[src/rtl/alu_arbiter.sv]
// alu_arbiter: round-robin arbiter and sequencer placing two requesters
// onto one shared combinational ALU. Each accepted operation registers its
// operands into the ALU, captures the result one cycle later, and returns it
// on the owner's response channel.
// Optional feature macro: ALU_ARB_STATS_EN adds per-requester 16-bit
// completed-operation counters (stat0_count, stat1_count).

module alu_arbiter #(
  parameter int DATA_W = 32,
  parameter int CTRL_W = 5
) (
  input  logic              clk,
  input  logic              resetn,
  input  logic              req0_valid,
  output logic              req0_ready,
  input  logic [CTRL_W-1:0] req0_control,
  input  logic [DATA_W-1:0] req0_src1,
  input  logic [DATA_W-1:0] req0_src2,
  input  logic              req1_valid,
  output logic              req1_ready,
  input  logic [CTRL_W-1:0] req1_control,
  input  logic [DATA_W-1:0] req1_src1,
  input  logic [DATA_W-1:0] req1_src2,
  output logic              rsp0_valid,
  input  logic              rsp0_ready,
  output logic              rsp1_valid,
  input  logic              rsp1_ready,
  output logic [DATA_W-1:0] rsp_result,
  output logic [CTRL_W-1:0] alu_control,
  output logic [DATA_W-1:0] alu_src1,
  output logic [DATA_W-1:0] alu_src2,
  input  logic [DATA_W-1:0] alu_result,
  output logic              busy
`ifdef ALU_ARB_STATS_EN
  ,
  output logic [15:0]       stat0_count,
  output logic [15:0]       stat1_count
`endif
);

  typedef enum logic [1:0] {
    IDLE = 2'd0,
    EXEC = 2'd1,
    RESP = 2'd2
  } state_t;

  state_t state;
  logic   owner;
  logic   last;
  logic   grant;
  logic   any_valid;
  logic   accept;
  logic   rsp_done;

  // Pick the winner: a lone requester wins, a tie goes to whoever did not finish last
  always_comb begin
    any_valid = req0_valid | req1_valid;
    grant     = 1'b0;
    if (req0_valid && req1_valid) begin
      grant = ~last;
    end else if (req1_valid) begin
      grant = 1'b1;
    end
  end

  assign req0_ready = (state == IDLE) && any_valid && !grant;
  assign req1_ready = (state == IDLE) && any_valid && grant;
  assign accept     = req0_ready | req1_ready;

  assign rsp0_valid = (state == RESP) && !owner;
  assign rsp1_valid = (state == RESP) && owner;
  assign rsp_done   = (rsp0_valid && rsp0_ready) || (rsp1_valid && rsp1_ready);

  assign busy = (state != IDLE);

  // Sequencer: accept -> drive ALU operands, sample result, hold it until the owner takes it
  always_ff @(posedge clk or negedge resetn) begin
    if (!resetn) begin
      state       <= IDLE;
      owner       <= 1'b0;
      last        <= 1'b1;
      alu_control <= '0;
      alu_src1    <= '0;
      alu_src2    <= '0;
      rsp_result  <= '0;
    end else begin
      case (state)
        IDLE: begin
          if (accept) begin
            owner       <= grant;
            alu_control <= grant ? req1_control : req0_control;
            alu_src1    <= grant ? req1_src1 : req0_src1;
            alu_src2    <= grant ? req1_src2 : req0_src2;
            state       <= EXEC;
          end
        end
        EXEC: begin
          rsp_result <= alu_result;
          state      <= RESP;
        end
        RESP: begin
          if (rsp_done) begin
            last  <= owner;
            state <= IDLE;
          end
        end
        default: begin
          state <= IDLE;
        end
      endcase
    end
  end

`ifdef ALU_ARB_STATS_EN
  // Count completed responses per requester; counters wrap naturally at 16 bits
  always_ff @(posedge clk or negedge resetn) begin
    if (!resetn) begin
      stat0_count <= '0;
      stat1_count <= '0;
    end else begin
      if (rsp0_valid && rsp0_ready) begin
        stat0_count <= stat0_count + 16'd1;
      end
      if (rsp1_valid && rsp1_ready) begin
        stat1_count <= stat1_count + 16'd1;
      end
    end
  end
`endif

endmodule

[config.mk]
export PLATFORM = sky130hd
export DESIGN_NAME = alu_arbiter
export DESIGN_NICKNAME = d
export VERILOG_FILES = /design/src/rtl/alu_arbiter.sv
export SDC_FILE = /design/constraint.sdc
export NUM_CORES = 1
export LEC_CHECK = 0
export BUFFER_PORTS_ARGS = -buffer_cell sky130_fd_sc_hd__buf_2
export CAP_MARGIN = 10
export CORE_AREA = 2 2 111 113
export DETAILED_ROUTE_END_ITERATION = 6
export DIE_AREA = 0 0 113 115
export PLACE_DENSITY = 0.81
export SETUP_SLACK_MARGIN = 0.15
export SYNTH_ARGS = -nofsm -noshare
export SYNTH_HDL_FRONTEND = slang
export SYNTH_SLANG_ARGS = --single-unit
[constraint.sdc]
create_clock -name clk -period 4.4 [get_ports clk]
set_input_delay 0.88 -clock clk [delete_from_list [all_inputs] [get_ports clk]]
set_output_delay 0.88 -clock clk [all_outputs]
set_load 0.05 [all_outputs]
==> implementation parameters, run 1 <==
Parameter                              Value

Setup path
  Worst setup path class    flop to output port
  Worst-path maximum fanout    between 40 and 50
  Critical path endpoint    busy
  Endpoint of the worst-slack reg-to-reg timing path    alu_src2[9]
  Setup crit start    state[1]
  Setup slack, reg-to-reg    ~2200 ps
  CP Launch Type    flop
  Endpoint kind of the worst setup timing path    output port
  Cell type of the slowest stage on the worst timing path    nor2_4
  Cell chain of the critical path    nor2_4 -> buf_4 -> inv_1 -> buf_2
  Worst Reg-to-Reg Cells    4
  Worst R2R Start    state[1]
  Largest stage delay on the critical path    460 ps
  Critical path arrival    approximately 2000 ps
  Critical Path RT    3520 ps

Die
  # rows    40
  Die area    13000 um2
  Die height    115 um
  Number of I/O pins    ~280
  Area of the placeable core    11800 um2
  X dimension of the die    around 110 um
  Initial Utilization    a little under two fifths

Synthesis
  Most repeated cell in the gate-level netlist after synthesis    dfrtp_1
  Number of synthesis warnings    0
  Cells after synthesis    about 330
  Avg Inst Size Synth    ~14 um2
  Top post-synthesis cells by count    dfrtp_1, and3_1, a221o_1
  Sequential area share after synthesis    about three fifths
  Number of flops mapped to enable cells by yosys    0
  Async set-reset flop share out of synthesis    100%
  Post-synth top area cell    dfrtp_1
  Main area contributors after synthesis    dfrtp_1, a221o_1, and3_1, mux2_2, mux2_1
  Synth cell types    22
  Synth Register Bits    ~110
  Area share of the largest cell type after synthesis    around three fifths
  Most used flip-flop cell after synthesis    dfrtp_1
  Post-synth net total    ~500
  Post-synthesis instance area    between 4000 and 5000 um2

Power
  Maximum VDD drop    0.481 mV
  Leakage power    3.41 nW
  Power density of the placed cells    just under 1000 nW/um2

Clock tree
  Skew-Pair Late Insertion Delay    roughly 340 ps
  CTS root buf    clkbuf_16
  Number of gates given a new drive strength after cts    0
  Hold buffer count at cts    0
  CTS tree    built
  Number of buffers on the longest clock path    2
  Number of clock sinks    between 100 and 150
  Number of buffers added for setup after CTS    0
  Clock buffers created by TritonCTS    9
  Clk slew on worst S/H paths    around 60 ps
  H-tree Lvls    3

Global route
  Total global routing track utilization    a little under a fifth
  Overflow left after global routing    0
  Via count of the first global-routing pass    roughly 3800
  Number of antenna violations at the first check in global routing    0
  Wire length of the first global-routing pass    ~19000 um
  Pin count of the biggest net entering global routing    just over 80

STA
  Max-Slew Margin vs Limit    34.4%
  Clock period minus final worst setup slack    ~2900 ps
  Setup_tns    0 ps
  Setup clock skew after layout    ~8.7 ps
  Final Cycle Share    between 60% and 70%
  Number of pins exceeding their max-slew limit in the final report    0
  Final setup violation count    0
  Achievable Freq    about 350 MHz
  Least-Margin Pin Slew    slightly below 1000 ps
  Final Hold Violating Endpoints    0
  Setup repair after global routing missed its margin    false

Layout
  Fraction of final layout cells sized beyond drive strength 1    between 50% and 60%
  Final cell count without fillers    between 700 and 800
  Nets    roughly 770
  Number of fill cells in the layout    about 1000
  Multi-input combinational cell area    between 1500 and 2000 um2
  Flip-flop and latch area    roughly 2600 um2
  Final Util    between 50% and 60%
  Synthesis-to-finish area growth    40.1%
  Antenna Cells    0

Route
  Total wire length    between 10000 and 15000 um
  Remaining DRCs    17
  Mean routed wirelength per cell    around 17 um
  Detail-routed via count per cell    roughly 5.3
  Iteration count of the initial detailed-routing pass    7
  Final antenna-violating net count    0
  Via count    3954
  Drt initial violations    ~290

Status
  Result of the run    complete, but fails checks
  Violations in the final reports    design-rule violations

Job
  Total of max-cap violations    0

Placement
  Count of buffers inserted at the top-level ports    around 280
  HPWL after detailed placement    approximately 9000 um
  Weighted congestion at the end of routability-driven global placement    roughly 0.81
  Cell Count Post-Placement    around 730

Worst hold path
  Tightest Hold Check Type    flop to flop
kinds of logic (layout without fill, tap and decap cells):
logic type	count (synthesis)	after routing	synth area share, %
muxes	33	33	8.39
AOI/OAI and AO/OA	73	73	16.3
and+or+nand+nor	79	79	11.3
buffers and inverters	35	305	4.45
DFF	105	105	59.6
layer usage:
metal,global-route usage (%),routed length [um],up-vias
li1,-,-,1801
met5,0,0,-
met1,22.4,4940,1910
met4,7.72,238,0
met3,3.48,1000,21
met2,31.7,6340,222
power by group:
part	internal, mW	switching, mW
Sequential	1.45	0.294
Clock	0.455	0.331
Combinational	0.955	2.45
critical path, delay by kind of cell (launching register included):
family | cells | cell delay, ps
buffers and inverters | 3 | 730
DFF | 1 | 430
and+or+nand+nor | 1 | 460
area by class of cell:
cell class	instances	share of cell area (%)
clock buffers	11	3.92
clock inverters	5	0.890
inverters	2	0.121
multi-input cells	185	26.1
flip-flops and latches	105	42.5
well taps	147	2.97
repair buffers	287	23.5
worst min-delay path by stage:
stage	startpoint	end	cells after the start
floorplan	owner	owner	1
global placement	rsp_result[29]	rsp_result[29]	1
detailed placement	rsp_result[22]	rsp_result[22]	1
CTS	rsp_result[22]	rsp_result[22]	1
global route	rsp_result[27]	rsp_result[27]	1
finish	rsp_result[22]	rsp_result[22]	1
flip-flops by register name (all words and copies together), names as in the netlist:
name and count:
alu_control 5, alu_src1 32, alu_src2 32, last 1
owner 1, rsp_result 32, state 2
per-stage QoR:
stage | hold WS (ps) | total power [mW] | instance area, um2 | setup slack (ps)
after detailed placement | 478 | 5.19 | 5890 | 1790
after global routing | 505 | 6.22 | 6180 | 1370
final | 489 | 5.94 | 6180 | 1530
after floorplan | 509 | 4.36 | 4410 | 1620
after global placement | 469 | 5.11 | 5890 | 1900
after CTS | 493 | 6.00 | 6180 | 1510
placed cells by master, fill, tap and decap left out, drive strengths merged:
| master | n |
|---|---|
| nor2 | 1 |
| and2 | 1 |
| and3 | 70 |
| clkbuf | 11 |
| a221o | 69 |
| a21boi | 1 |
| buf | 287 |
| clkinvlp | 2 |
| dfrtp | 104 |
| clkinv | 2 |
| nand3b | 1 |
| a22o | 1 |
| mux2 | 32 |
| nand2 | 2 |
| o21ai | 1 |
| nand2b | 2 |
| inv | 2 |
| dfstp | 1 |
| nor3b | 1 |
| and3b | 1 |
| bufinv | 1 |
| mux2i | 1 |
| a21o | 1 |
Power figures use the tool's default switching activity.
==> run 2: changes to the inputs <==
--- a/config.mk
+++ b/config.mk
@@ -5,12 +5,12 @@
 export SDC_FILE = /design/constraint.sdc
 export NUM_CORES = 1
 export LEC_CHECK = 0
+export ABC_AREA = 1
 export BUFFER_PORTS_ARGS = -buffer_cell sky130_fd_sc_hd__buf_2
 export CAP_MARGIN = 10
-export CORE_AREA = 2 2 111 113
+export CORE_UTILIZATION = 40
 export DETAILED_ROUTE_END_ITERATION = 6
-export DIE_AREA = 0 0 113 115
-export PLACE_DENSITY = 0.81
+export PLACE_DENSITY = 0.86
 export SETUP_SLACK_MARGIN = 0.15
 export SYNTH_ARGS = -nofsm -noshare
 export SYNTH_HDL_FRONTEND = slang
==> constraint.sdc (replaced) <==
create_clock -name clk -period 2.6 [get_ports clk]
set_input_delay 0.52 -clock clk [delete_from_list [all_inputs] [get_ports clk]]
set_output_delay 0.52 -clock clk [all_outputs]
set_load 0.05 [all_outputs]
==> run 2 against run 1 <==
Against the previous run:
- critical path type unchanged
- hold slack worse by 410 ps
- largest cell class unchanged
- worst setup slack got worse by 1100 ps
- critical path depth down 1
- via count increased by 35%
- sequential share of layout area shrank 3.9 points
- area after synthesis up 13%
- the run now ends clean
- combinational power up 71%
- global-route usage increased by 3.7 points
- clock power grew 74%
- power up 69%
==> implementation parameters, run 2 <==
Parameter                              Value

Clock tree
  Clk slew on worst S/H paths    approximately 70 ps
  Number of buffers added for setup after CTS    0
  Number of gates given a new drive strength after cts    0
  Number of clock sinks    105
  Skew-Pair Late Insertion Delay    340 ps
  Clock buffers created by TritonCTS    9
  CTS tree    built
  CTS root buf    clkbuf_16
  H-tree Lvls    3
  Hold buffer count at cts    0
  Number of buffers on the longest clock path    2

STA
  Final Hold Violating Endpoints    0
  Final Cycle Share    a little over four fifths
  Setup clock skew after layout    about 7.3 ps
  Setup_tns    0 ps
  Final setup violation count    0
  Max-Slew Margin vs Limit    about half
  Final Hold Slack    75.0 ps
  Clock period minus final worst setup slack    2170 ps
  Number of pins exceeding their max-slew limit in the final report    0
  Setup repair after global routing missed its margin    false
  Smallest setup slack after layout    roughly 430 ps
  Achievable Freq    about 460 MHz
  Least-Margin Pin Slew    735 ps

Setup path
  Setup crit start    last
  Cell chain of the critical path    nand2_2 -> a21oi_2 -> buf_2
  Critical Path RT    about 2100 ps
  Worst setup path class    flop to output port
  Buffers plus inverters on the worst setup path    1
  Largest stage delay on the critical path    approximately 540 ps
  Critical path arrival    about 1700 ps
  Worst Reg-to-Reg Cells    7
  Worst-path maximum fanout    15
  Worst R2R Start    last
  Cell type of the slowest stage on the worst timing path    dfstp_2
  Endpoint kind of the worst setup timing path    output port
  Family of cells with the greatest summed delay on the critical path    flip-flops
  Endpoint of the worst-slack reg-to-reg timing path    alu_src1[3]
  Setup slack, reg-to-reg    ~700 ps
  CP Launch Type    flop

Power
  Final Power    between 10 and 15 mW
  Power density of the placed cells    between 1000 and 1500 nW/um2
  Leakage power    roughly 4.2 nW
  Maximum VDD drop    about 0.89 mV

Synthesis
  Avg Inst Size Synth    7.29 um2
  Area share of the largest cell type after synthesis    between 50% and 60%
  Post-synth top area cell    dfrtp_1
  Synth cell types    16
  Number of synthesis warnings    0
  Sequential area share after synthesis    52.7%
  Post-synthesis instance area    roughly 5000 um2
  Async set-reset flop share out of synthesis    100%
  Most repeated cell in the gate-level netlist after synthesis    nand2_1
  Synth Register Bits    105
  Top post-synthesis cells by count    nand2_1, dfrtp_1, nand3_1
  Cells after synthesis    between 600 and 700
  Number of flops mapped to enable cells by yosys    0
  Most used flip-flop cell after synthesis    dfrtp_1
  Post-synth net total    860
  Main area contributors after synthesis    dfrtp_1, nand2_1, nand3_1, buf_2, clkbuf_1

Route
  Final antenna-violating net count    0
  Total wire length    about 14000 um
  Drt initial violations    250
  Mean routed wirelength per cell    around 13 um
  Via count    between 5000 and 6000
  Iteration count of the initial detailed-routing pass    4
  Remaining DRCs    0
  Detail-routed via count per cell    4.77

Die
  Number of I/O pins    282
  # rows    40
  Initial Utilization    about two fifths
  Die height    roughly 110 um
  Die area    about 13000 um2
  Area of the placeable core    around 12000 um2
  X dimension of the die    around 110 um

Layout
  Nets    1118
  Fraction of final layout cells sized beyond drive strength 1    33.7%
  Final Util    between 50% and 60%
  Highest-count cells in the layout ignoring fill and taps    nand2_1, buf_2, dfrtp_1
  Synthesis-to-finish area growth    36.5%
  Number of fill cells in the layout    about 1200
  Registers with the most flip-flops    alu_src1 (32), alu_src2 (32), rsp_result (32)
  Final design area excluding fillers    ~7000 um2
  Most common cell after layout, fill and taps aside    nand2_1
  Final cell count without fillers    between 1000 and 1500
  Antenna Cells    0

Job
  Total of max-cap violations    0

Global route
  Number of antenna violations at the first check in global routing    0
  Overflow left after global routing    0
  Pin count of the biggest net entering global routing    72
  Total global routing track utilization    22.0%
  Via count of the first global-routing pass    between 5000 and 6000
  Wire length of the first global-routing pass    ~23000 um

Status
  Result of the run    finished, final reports clean

Placement
  Weighted congestion at the end of routability-driven global placement    between 0.8 and 0.9
  Placed cell area    6500 um2
  Count of buffers inserted at the top-level ports    281
  Cell Count Post-Placement    about 1100
  HPWL after detailed placement    10300 um
  Pre-CTS WS    between 500 and 600 ps

Worst hold path
  Tightest Hold Check Type    input port to asynchronous set/reset pin
## run 2: final cells by class
type	instances	area [um2]	area share [%]
inverters	4	15.0	0.221
repair buffers	293	1510	22.2
multi-input cells	529	2140	31.4
flip-flops and latches	105	2630	38.6
clock buffers	9	225	3.31
clock inverters	7	76.3	1.12
well taps	168	210	3.09
## run 2: cells by family (layout without fill, tap and decap cells)
group           count (synthesis)  after routing  synth area share [%]
simple gates                  526            526                  42.5
flops                         105            105                  52.7
buf+inv                        50            313                  4.47
compound gates                  3              3                 0.351
## run 2: report_power, final
part | switching [mW] | total [mW] | internal [mW]
clock | 0.611 | 1.37 | 0.754
sequential | 0.399 | 2.83 | 2.43
combinational | 4.58 | 5.83 | 1.25
total | 5.59 | 10.0 | 4.43
## run 2: how the worst max path moves through the flow
stage	depth (start not counted)	slack, ps	endpoint
after floorplan	7	460	req0_ready
after global placement	6	590	req0_ready
after detailed placement	8	600	alu_src1[3]
after CTS	3	390	req0_ready
after global routing	3	320	req0_ready
final	3	430	req0_ready
## run 2: routing by layer
metal	GRT usage (%)	up-vias	routed length (um)
met1	25.2	2431	5830
met5	0	-	0
met2	40.2	223	7070
met3	4.41	25	1020
met4	8.42	0	335
li1	-	2641	-
## run 2: worst reg2reg max path: cells and delay by family, from the launching register on
family | cells | cell delay [ps]
AND/OR/NAND/NOR | 6 | 790
flip-flops | 1 | 540
buffers and inverters | 1 | 530
